[src/rtl/seg_scan_if.sv]
// seg_scan_if: display-side bus of the seven-segment scan controller
// (the blink input exists only when SEG_BLINK_EN is defined)
interface seg_scan_if;
  logic       wr_en;
  logic [1:0] wr_addr;
  logic [4:0] wr_data;
  logic       preset_ld;
  logic [1:0] preset_sel;
  logic [3:0] digit_mask;
`ifdef SEG_BLINK_EN
  logic       blink;
`endif
  logic [4:0] bin_out;
  logic [3:0] anode_n;
  logic [1:0] scan_idx;
  modport master (
    output wr_en, wr_addr, wr_data, preset_ld, preset_sel, digit_mask,
`ifdef SEG_BLINK_EN
    output blink,
`endif
    input  bin_out, anode_n, scan_idx
  );
  modport slave (
    input  wr_en, wr_addr, wr_data, preset_ld, preset_sel, digit_mask,
`ifdef SEG_BLINK_EN
    input  blink,
`endif
    output bin_out, anode_n, scan_idx
  );
endinterface

[src/rtl/seg_scan_controller.sv]
// seg_scan_controller: 4-digit time-multiplexed seven-segment scanner with preset messages.
// Define SEG_BLINK_EN to add the blink input and blink phase counter.
module seg_scan_controller #(
`ifdef SEG_BLINK_EN
  parameter int BLINK_DIV = 50,
`endif
  parameter int CLK_DIV = 100000
) (
  input logic       clk,
  input logic       rst_n,
  seg_scan_if.slave bus
);
  localparam int DW = $clog2(CLK_DIV);
  localparam logic [4:0] C_O = 5'b00000, C_P = 5'b10010, C_E = 5'b01110, C_N = 5'b01100;
  localparam logic [4:0] C_C = 5'b01111, C_L = 5'b01101, C_D = 5'b10100, C_DASH = 5'b10001;
  logic [DW-1:0] r_div;
  logic [1:0]    r_scan;
  logic [4:0]    r_digit [4];
  logic [4:0]    r_bin;
  logic [3:0]    r_anode;
  logic [3:0]    w_anode;
  logic [19:0]   w_msg;
  logic          w_tick;
  logic          w_preset;
  logic          w_blank;
  assign w_tick   = r_div == DW'(CLK_DIV - 1);
  assign w_preset = bus.preset_ld && bus.preset_sel != 2'd3;
  // message packed as {digit3, digit2, digit1, digit0}
  always_comb w_msg = bus.preset_sel == 2'd0 ? {4{C_DASH}} :
                      bus.preset_sel == 2'd1 ? {C_O, C_P, C_E, C_N} : {C_C, C_L, C_O, C_D};
`ifdef SEG_BLINK_EN
  localparam int BW = BLINK_DIV > 1 ? $clog2(BLINK_DIV) : 1;
  logic [BW-1:0] r_bcnt;
  logic          r_phase;
  logic          w_bwrap;
  assign w_bwrap = r_bcnt == BW'(BLINK_DIV - 1);
  assign w_blank = bus.blink && r_phase;
  always_ff @(posedge clk) begin
    if (!rst_n) begin
      r_bcnt  <= '0;
      r_phase <= 1'b0;
    end else if (w_tick) begin
      r_bcnt  <= w_bwrap ? '0 : r_bcnt + 1'b1;
      r_phase <= r_phase ^ w_bwrap;
    end
  end
`else
  assign w_blank = 1'b0;
`endif
  always_comb w_anode = w_blank ? 4'b1111 : ~(4'b0001 << r_scan) | {4{~bus.digit_mask[r_scan]}};
  always_ff @(posedge clk) begin
    if (!rst_n) begin
      r_div   <= '0;
      r_scan  <= 2'd0;
      r_bin   <= C_DASH;
      r_anode <= 4'b1111;
      for (int i = 0; i < 4; i++) r_digit[i] <= C_DASH;
    end else begin
      r_div   <= w_tick ? '0 : r_div + 1'b1;
      r_scan  <= w_tick ? r_scan + 2'd1 : r_scan;
      r_bin   <= r_digit[r_scan];
      r_anode <= w_anode;
      if (w_preset)
        for (int i = 0; i < 4; i++) r_digit[i] <= w_msg[i*5 +: 5];
      else if (bus.wr_en)
        r_digit[bus.wr_addr] <= bus.wr_data;
    end
  end
  assign bus.bin_out  = r_bin;
  assign bus.anode_n  = r_anode;
  assign bus.scan_idx = r_scan;
endmodule

[src/flat_wrapper.sv]
// flat-port wrapper written by rule: the top's interface ports become plain ports
module seg_scan_controller_flat 
#(

  parameter int CLK_DIV = 100000
)
  (clk, rst_n, bus_wr_en, bus_wr_addr, bus_wr_data, bus_preset_ld, bus_preset_sel, bus_digit_mask, bus_bin_out, bus_anode_n, bus_scan_idx);
  seg_scan_if bus_i ();
  input logic clk;
  input logic rst_n;
  input wire logic [$bits(bus_i.wr_en)-1:0] bus_wr_en;
  input wire logic [$bits(bus_i.wr_addr)-1:0] bus_wr_addr;
  input wire logic [$bits(bus_i.wr_data)-1:0] bus_wr_data;
  input wire logic [$bits(bus_i.preset_ld)-1:0] bus_preset_ld;
  input wire logic [$bits(bus_i.preset_sel)-1:0] bus_preset_sel;
  input wire logic [$bits(bus_i.digit_mask)-1:0] bus_digit_mask;
  output wire logic [$bits(bus_i.bin_out)-1:0] bus_bin_out;
  output wire logic [$bits(bus_i.anode_n)-1:0] bus_anode_n;
  output wire logic [$bits(bus_i.scan_idx)-1:0] bus_scan_idx;
  assign bus_i.wr_en = bus_wr_en;
  assign bus_i.wr_addr = bus_wr_addr;
  assign bus_i.wr_data = bus_wr_data;
  assign bus_i.preset_ld = bus_preset_ld;
  assign bus_i.preset_sel = bus_preset_sel;
  assign bus_i.digit_mask = bus_digit_mask;
  assign bus_bin_out = bus_i.bin_out;
  assign bus_anode_n = bus_i.anode_n;
  assign bus_scan_idx = bus_i.scan_idx;
  seg_scan_controller #(.CLK_DIV(CLK_DIV)) u_core (.clk(clk), .rst_n(rst_n), .bus(bus_i));
endmodule
[config.mk]
export PLATFORM = sky130hd
export DESIGN_NAME = seg_scan_controller_flat
export DESIGN_NICKNAME = d
export VERILOG_FILES = /design/src/rtl/seg_scan_if.sv /design/src/rtl/seg_scan_controller.sv /design/src/flat_wrapper.sv
export SDC_FILE = /design/constraint.sdc
export NUM_CORES = 1
export LEC_CHECK = 0
export ABC_CLOCK_PERIOD_IN_PS = 1700
export BUFFER_PORTS_ARGS = -buffer_cell sky130_fd_sc_hd__buf_2
export CELL_PAD_IN_SITES_DETAIL_PLACEMENT = 2
export CELL_PAD_IN_SITES_GLOBAL_PLACEMENT = 2
export CORE_MARGIN = 2
export CORE_UTILIZATION = 25
export CTS_BUF_LIST = sky130_fd_sc_hd__clkbuf_16
export DETAILED_ROUTE_END_ITERATION = 16
export PLACE_DENSITY_LB_ADDON = 0.15
export SYNTH_ARGS = -nofsm -noshare
export SYNTH_HDL_FRONTEND = slang
export SYNTH_SLANG_ARGS = --single-unit
export TNS_END_PERCENT = 100
[constraint.sdc]
create_clock -name clk -period 1.7 [get_ports clk]
set_input_delay 0.085 -clock clk [delete_from_list [all_inputs] [get_ports clk]]
set_output_delay 0.085 -clock clk [all_outputs]
set_load 0.02 [all_outputs]
# Yosys cells after proc, flatten, opt, wreduce, memory -nomap -nowiden
# Memory sizes are Yosys's and may differ from the RTL's. A register that Yosys moved wholly into a read port is not among the register bits.
# Index checks and enable logic that the tools add are counted.
dict set report word_totals {
  register_bits 23
  latchBits 0
  ram_bits 20
  romBits 0
  input_bits 17
  wordCells 43
  mem_count 1
}
dict set report op_classes {
  n_addsub 2
  n_mul 0
  div_mod_pow 0
  magnitude_cmp 1
  eq_ne 3
  n_shift 1
  mux 19
  bitwise 8
  reduce_logical 5
}
# name words width rd rd_clocked_by_memory_dff wr line_no
set mem_list {}
lappend mem_list {u_core.r_digit 4 5 1 1 4 seg_scan_controller.sv:18} ;# logic [4:0] r_digit [4];
# op n
set ops {}
lappend ops {{2-to-1 mux 5 bit} 5}
lappend ops {{2-to-1 mux 20 bit} 1}
lappend ops {{2-to-1 mux 19 bit} 1}
lappend ops {{adder 17 x 1 -> 17 bit (second input constant)} 1}
lappend ops {{== test 17 bit (second input constant)} 1}
lappend ops {{2-to-1 mux 1 bit} 10}
lappend ops {{OR reduction 5 bit} 1}
lappend ops {{NOT 4 bit} 1}
lappend ops {{bitwise OR 1 bit} 4}
lappend ops {{bitwise OR 4 bit} 1}
lappend ops {{<< shifter 1 x 2 -> 4 bit (first input constant)} 1}
lappend ops {{less-than comparator 2 x 3 -> 1 bit (second input constant)} 1}
lappend ops {{adder 2 x 1 -> 2 bit (second input constant)} 1}
lappend ops {{binary-select mux 1 bit (select 2 bit)} 1}
lappend ops {{== test 2 x 1 -> 1 bit (second input constant)} 1}
lappend ops {{logical NOT 2 bit} 1}
lappend ops {{2-to-1 mux 2 bit} 1}
lappend ops {{!= test 2 bit (second input constant)} 1}
lappend ops {{NOT 1 bit} 2}
lappend ops {{OR reduction 2 bit} 1}
lappend ops {{logical AND 1 bit} 1}
lappend ops {{logical NOT 1 bit} 1}

# Depth between registers and ports, before layout
dict set report depth {
  ltp_word 7
  depth_mapped 6
  ltp_nobuf 5
}

# Least setup slack after synthesis
# Ideal clock, no wire load.
dict set report synth_timing {
  path_type {reg-to-reg}
  startpoint {register u_core.r_scan[0] (netlist: u_core.bus.scan_idx[0])}
  endpoint {register u_core.r_anode[0] (netlist: u_core.bus.anode_n[0])}
  setup_time_ns 0.058
  arrival_time_ns 1.479
  required_time_ns 1.642
  slack_ns 0.163
  stages_incl_launch_ff 5
  period_less_slack_ns 1.537
  cell_sequence {dfxtp_1 buf_2 mux4_2 and2_1 nand2_1}
}
dict set report synth_via {
  elab_chain_len 4
  elab_cells_between_ends 6
  cone_classes {shift: 1; mux: 2; bitwise: 3}
}
# element line_no
set synth_lines {}
lappend synth_lines {{start, declared} seg_scan_controller.sv:17} ;# logic [1:0] r_scan;
lappend synth_lines {{start signal, assigned} seg_scan_controller.sv:60} ;# r_scan <= w_tick ? r_scan + 2'd1 : r_scan;
lappend synth_lines {{binary-select mux 1 bit (select 2 bit)} seg_scan_controller.sv:50} ;# always_comb w_anode = w_blank ? 4'b1111 : ~(4'b0001 << r_scan) | {4{~bus.digit_mask[r_scan]}};
lappend synth_lines {{2-to-1 mux 1 bit (not written as such)} seg_scan_controller.sv:50}
lappend synth_lines {{NOT 1 bit} seg_scan_controller.sv:50}
lappend synth_lines {{bitwise OR 4 bit (*)} seg_scan_controller.sv:50}
lappend synth_lines {{end signal, assigned} seg_scan_controller.sv:62} ;# r_anode <= w_anode;
lappend synth_lines {{end, declared} seg_scan_controller.sv:20} ;# logic [3:0] r_anode;
# Every way passes the cells marked *; elsewhere a longest branch is shown, timed or not. The select of a mux whose other input is x is not followed.
# A chain may end at the register's enable or synchronous reset.

# Final worst setup path
dict set report layout_timing {
  startpoint {register u_core.r_div[1]}
  endpoint {register u_core.r_div[16]}
}
dict set report layout_via {
  elab_chain_len 2
  elab_cells_between_ends 3
  cone_classes {add/sub: 1; eq/ne: 1; reduce/logical: 1}
}
# element line_no
set layout_lines {}
lappend layout_lines {{start, declared} seg_scan_controller.sv:16} ;# logic [DW-1:0] r_div;
lappend layout_lines {{start signal, assigned} seg_scan_controller.sv:59} ;# r_div <= w_tick ? '0 : r_div + 1'b1;
lappend layout_lines {{parallel branches: the longest is 2 deep, another holds adder 17 x 1 -> 17 bit} n/a}
# Several ways; the timed one is not identified.

==> results.tsv <==
stage	metric	value	unit
placed_design	portBuffers	27	
yosys	synth.avg_cell_area	11.3	µm²
cells_and_area	diodes	0	
yosys	ys_seq_area_share	53.9	%
timing	tightestPinTransition	720	ps
clocking	cts_hold_buf	0	
cells_and_area	fin_area	0.00266	mm²
placed_design	placed_area	0.00249	mm²
clocking	post_cts_buffers	0	
critical_path	end_kind	flop	
die	fp-row-count	33	
critical_path	worst-path-stages	5	
clocking	clk_latency	280	ps
timing	final-max-slew-violation-count	0	
routing	drtAntennaViolNets	0	
die	ioPinCount	28	
clocking	numCtsBuffers	5	
critical_path	cp.arrival	1820	ps
critical_path	cp_max_fo	4	
clocking	numClockSinks	48	
routing	viasPerCell	4.53	
timing	tns	0	ps
global_route	antenna_found_initial	0	
cells_and_area	syn2layout_area_growth	23.4	%
worst_hold_path	worstHoldStart	rst_n	
routing	dr.pass1.iters	4	
routing	drt_wl_total	5200	µm
global_route	grt_pass1_wl	9070	µm
die	die_area	0.00937	mm²
cells_and_area	fin_util	32.0	%
yosys	netlist_area	0.00215	mm²
placed_design	dp_cells	329	
timing	fin_crit	1600	ps
yosys	syn_inst	190	
power	leakagePower	1.07	nW
die	fp.dieH	96.8	µm
critical_path	cpLargestDelayFamily	simple AND/OR/NAND/NOR gates	
critical_path	worstSetupPathType	reg2reg	
worst_hold_path	hold_depth	2	
critical_path	rr_worst_depth	5	
yosys	ys_ff_latch	48	
critical_path	reg2reg_from	u_core.r_div[1]	
clocking	cts_tree	built	
cells_and_area	drive_gt1_share	26.7	%
critical_path	cp-start-kind	flop	
yosys	yosys_warnings	0	
routing	vias	1525	
global_route	gr-total-overflow	0	
placed_design	gp_congestion	0.708	
global_route	first_global_vias	1772	
critical_path	cp_slowest_cell	or4_1	
yosys	synth_nets	212	
global_route	grt_max_degree	16	
critical_path	worstPathRequired	1920	ps
clocking	clk_pin_slew_worst_paths	70	ps
worst_hold_path	min_path_type	in2reg	
yosys	netlist-cell-type-count	35	
die	die_w	96.8	µm
timing	finalHoldViolCount	0	
die	core_area	0.00830	mm²
critical_path	slowest_delay	430	ps
timing	period_share	94.1	%
timing	final-setup-viol-count	0	
timing	rsz0062_at_grt	no	
power	ir_worst_vdd	0.378	mV
power	powerDensity	973	mW/mm²
critical_path	rr_endpoint	u_core.r_div[16]	
timing	fmax	625	MHz
critical_path	worst-path-buf-inv	0	
critical_path	r2r_slack	100	ps
routing	drcViolationCount	0	
yosys	synth_flop_cell	dfxtp_1	
yosys	synth_edf_count	20	
clocking	root_buffer	clkbuf_16	
global_route	grt_usage	12.1	%
routing	drt_iter0_drc	19	
critical_path	path_cells	ha_2, and4_4, nand4_1, or4_1, a21oi_1	
status	outcome	complete, no violations	
die	initial_core_util	25.9	%
worst_hold_path	min_to	u_core.bus.bin_out[3]	
cells_and_area	stdcell_count	337	
clocking	clockBufferDepth	2	
timing	finClkSkew	4.52	ps
placed_design	dp_hpwl	4010	µm
timing	slew_headroom	51.5	%
run	max-cap-violations	0	
clocking	cts_max_level	2	
routing	wire_per_inst	15.4	µm
yosys	synthArstFlopShare	0	%
cells_and_area	final_nets	253	
[how the worst max path moves through the flow]
| stage | startpoint | endpoint | slack [ps] |
|---|---|---|---|
| 2_1_floorplan | u_core.bus.scan_idx[0] | u_core.bus.anode_n[0] | 160 |
| 4_1_cts | u_core.r_div[1] | u_core.r_div[16] | 8 |
| 3_5_place_dp | u_core.r_div[1] | u_core.r_div[16] | 40 |
| 5_1_grt | u_core.r_div[1] | u_core.r_div[16] | 20 |
| 6_report | u_core.r_div[1] | u_core.r_div[16] | 100 |
| 3_3_place_gp | u_core.r_div[1] | u_core.r_div[16] | 140 |
[placed cells by master (no fill, tap or decap), drive strengths merged, types with 2 or more instances in the layout]
cell and n:
ha 5, nand3 5, nor2 21, nor4 5, inv 8, and4b 3, buf 42, dfxtp 28
xor2 4, clkbuf 5, a21oi 6, mux2 2, nand2 13, xnor2 11, edfxtp 20, nand2b 3
mux4 6, mux2i 2, and4 2, a21o 12, nor3 4, and2 5, nand4 9, and3 2
[flip-flops by register name, summed over array words and instances, names as in the netlist]
name                 flops
u_core.r_div            17
u_core.bus.scan_idx      2
u_core.r_digit          20
u_core.bus.anode_n       4
u_core.bus.bin_out       5
[report_power, final]
part	internal (mW)	leakage, nW	switching [mW]
Sequential	1.27	0.431	0.0233
Clock	0.693	0.0841	0.434
Combinational	0.0768	0.554	0.0920
Total	2.04	1.07	0.549
[timing repair]
action,in CTS,in global routing
cloned,0,0
pin swaps,0,0
resized for setup,1,1
setup endpoints to repair,1,1
[logic make-up (layout without fill, tap and decap cells)]
group | after synthesis | after routing | synth area share (%)
DFF | 48 | 48 | 53.9
xor gates and xnor gates | 15 | 15 | 6.10
AOI/OAI and AO/OA | 21 | 21 | 6.68
buffers and inverters | 15 | 57 | 3.31
muxes | 10 | 10 | 8.25
adders and majority gates | 5 | 5 | 2.91
and+or+nand+nor | 76 | 76 | 18.8
[worst register-to-register path, cell delays in order, from the launching register on]
cell     delay (ps)
dfxtp_2         360
ha_2            220
and4_4          260
nand4_1         110
or4_1           430
a21oi_1         150
[stage by stage]
stage / hold WS, ps / worst slack [ps] / power [mW]
6_report: 79.9 / 101 / 2.59
5_1_grt: 99.4 / 19.9 / 2.71
4_1_cts: 85.2 / 7.85 / 2.64
3_5_place_dp: 389 / 43.2 / 1.49
3_3_place_gp: 384 / 144 / 1.49
2_1_floorplan: 271 / 163 / 1.40
[cell type report]
class	instances	area [µm²]
Clock buffer	5	125
Clock inverter	3	41.3
Fill cell	914	5640
Inverter	7	26.3
Multi-Input combinational cell	127	923
Sequential cell	48	1160
Tap cell	105	131
Timing Repair Buffer	42	248
[synth_stat cells, drive strengths merged, types with 3 or more instances]
cell type | count | share of area (%)
a21o | 12 | 4.2
a21oi | 6 | 1.6
and2 | 5 | 1.5
and4b | 3 | 1.4
buf | 5 | 1.6
clkbuf | 3 | 0.52
dfxtp | 28 | 26
edfxtp | 20 | 28
ha | 5 | 2.9
inv | 7 | 1.2
mux4 | 6 | 6.3
nand2 | 13 | 2.3
nand2b | 3 | 0.87
nand3 | 5 | 1.2
nand4 | 9 | 2.6
nor2 | 21 | 3.7
nor3 | 4 | 0.93
nor4 | 5 | 1.5
xnor2 | 11 | 4.5
xor2 | 4 | 1.6
[metal layers]
| metal | up-vias | track usage (%) | part of all wire (%) |
|---|---|---|---|
| met5 | - | 0 | 0 |
| li1 | 763 | - | - |
| met3 | 5 | 2.60 | 2.2 |
| met1 | 742 | 15.3 | 46 |
| met2 | 15 | 20.8 | 50 |
| met4 | 0 | 3.58 | 1.2 |
No activity file was read; power rests on OpenSTA's default activity.
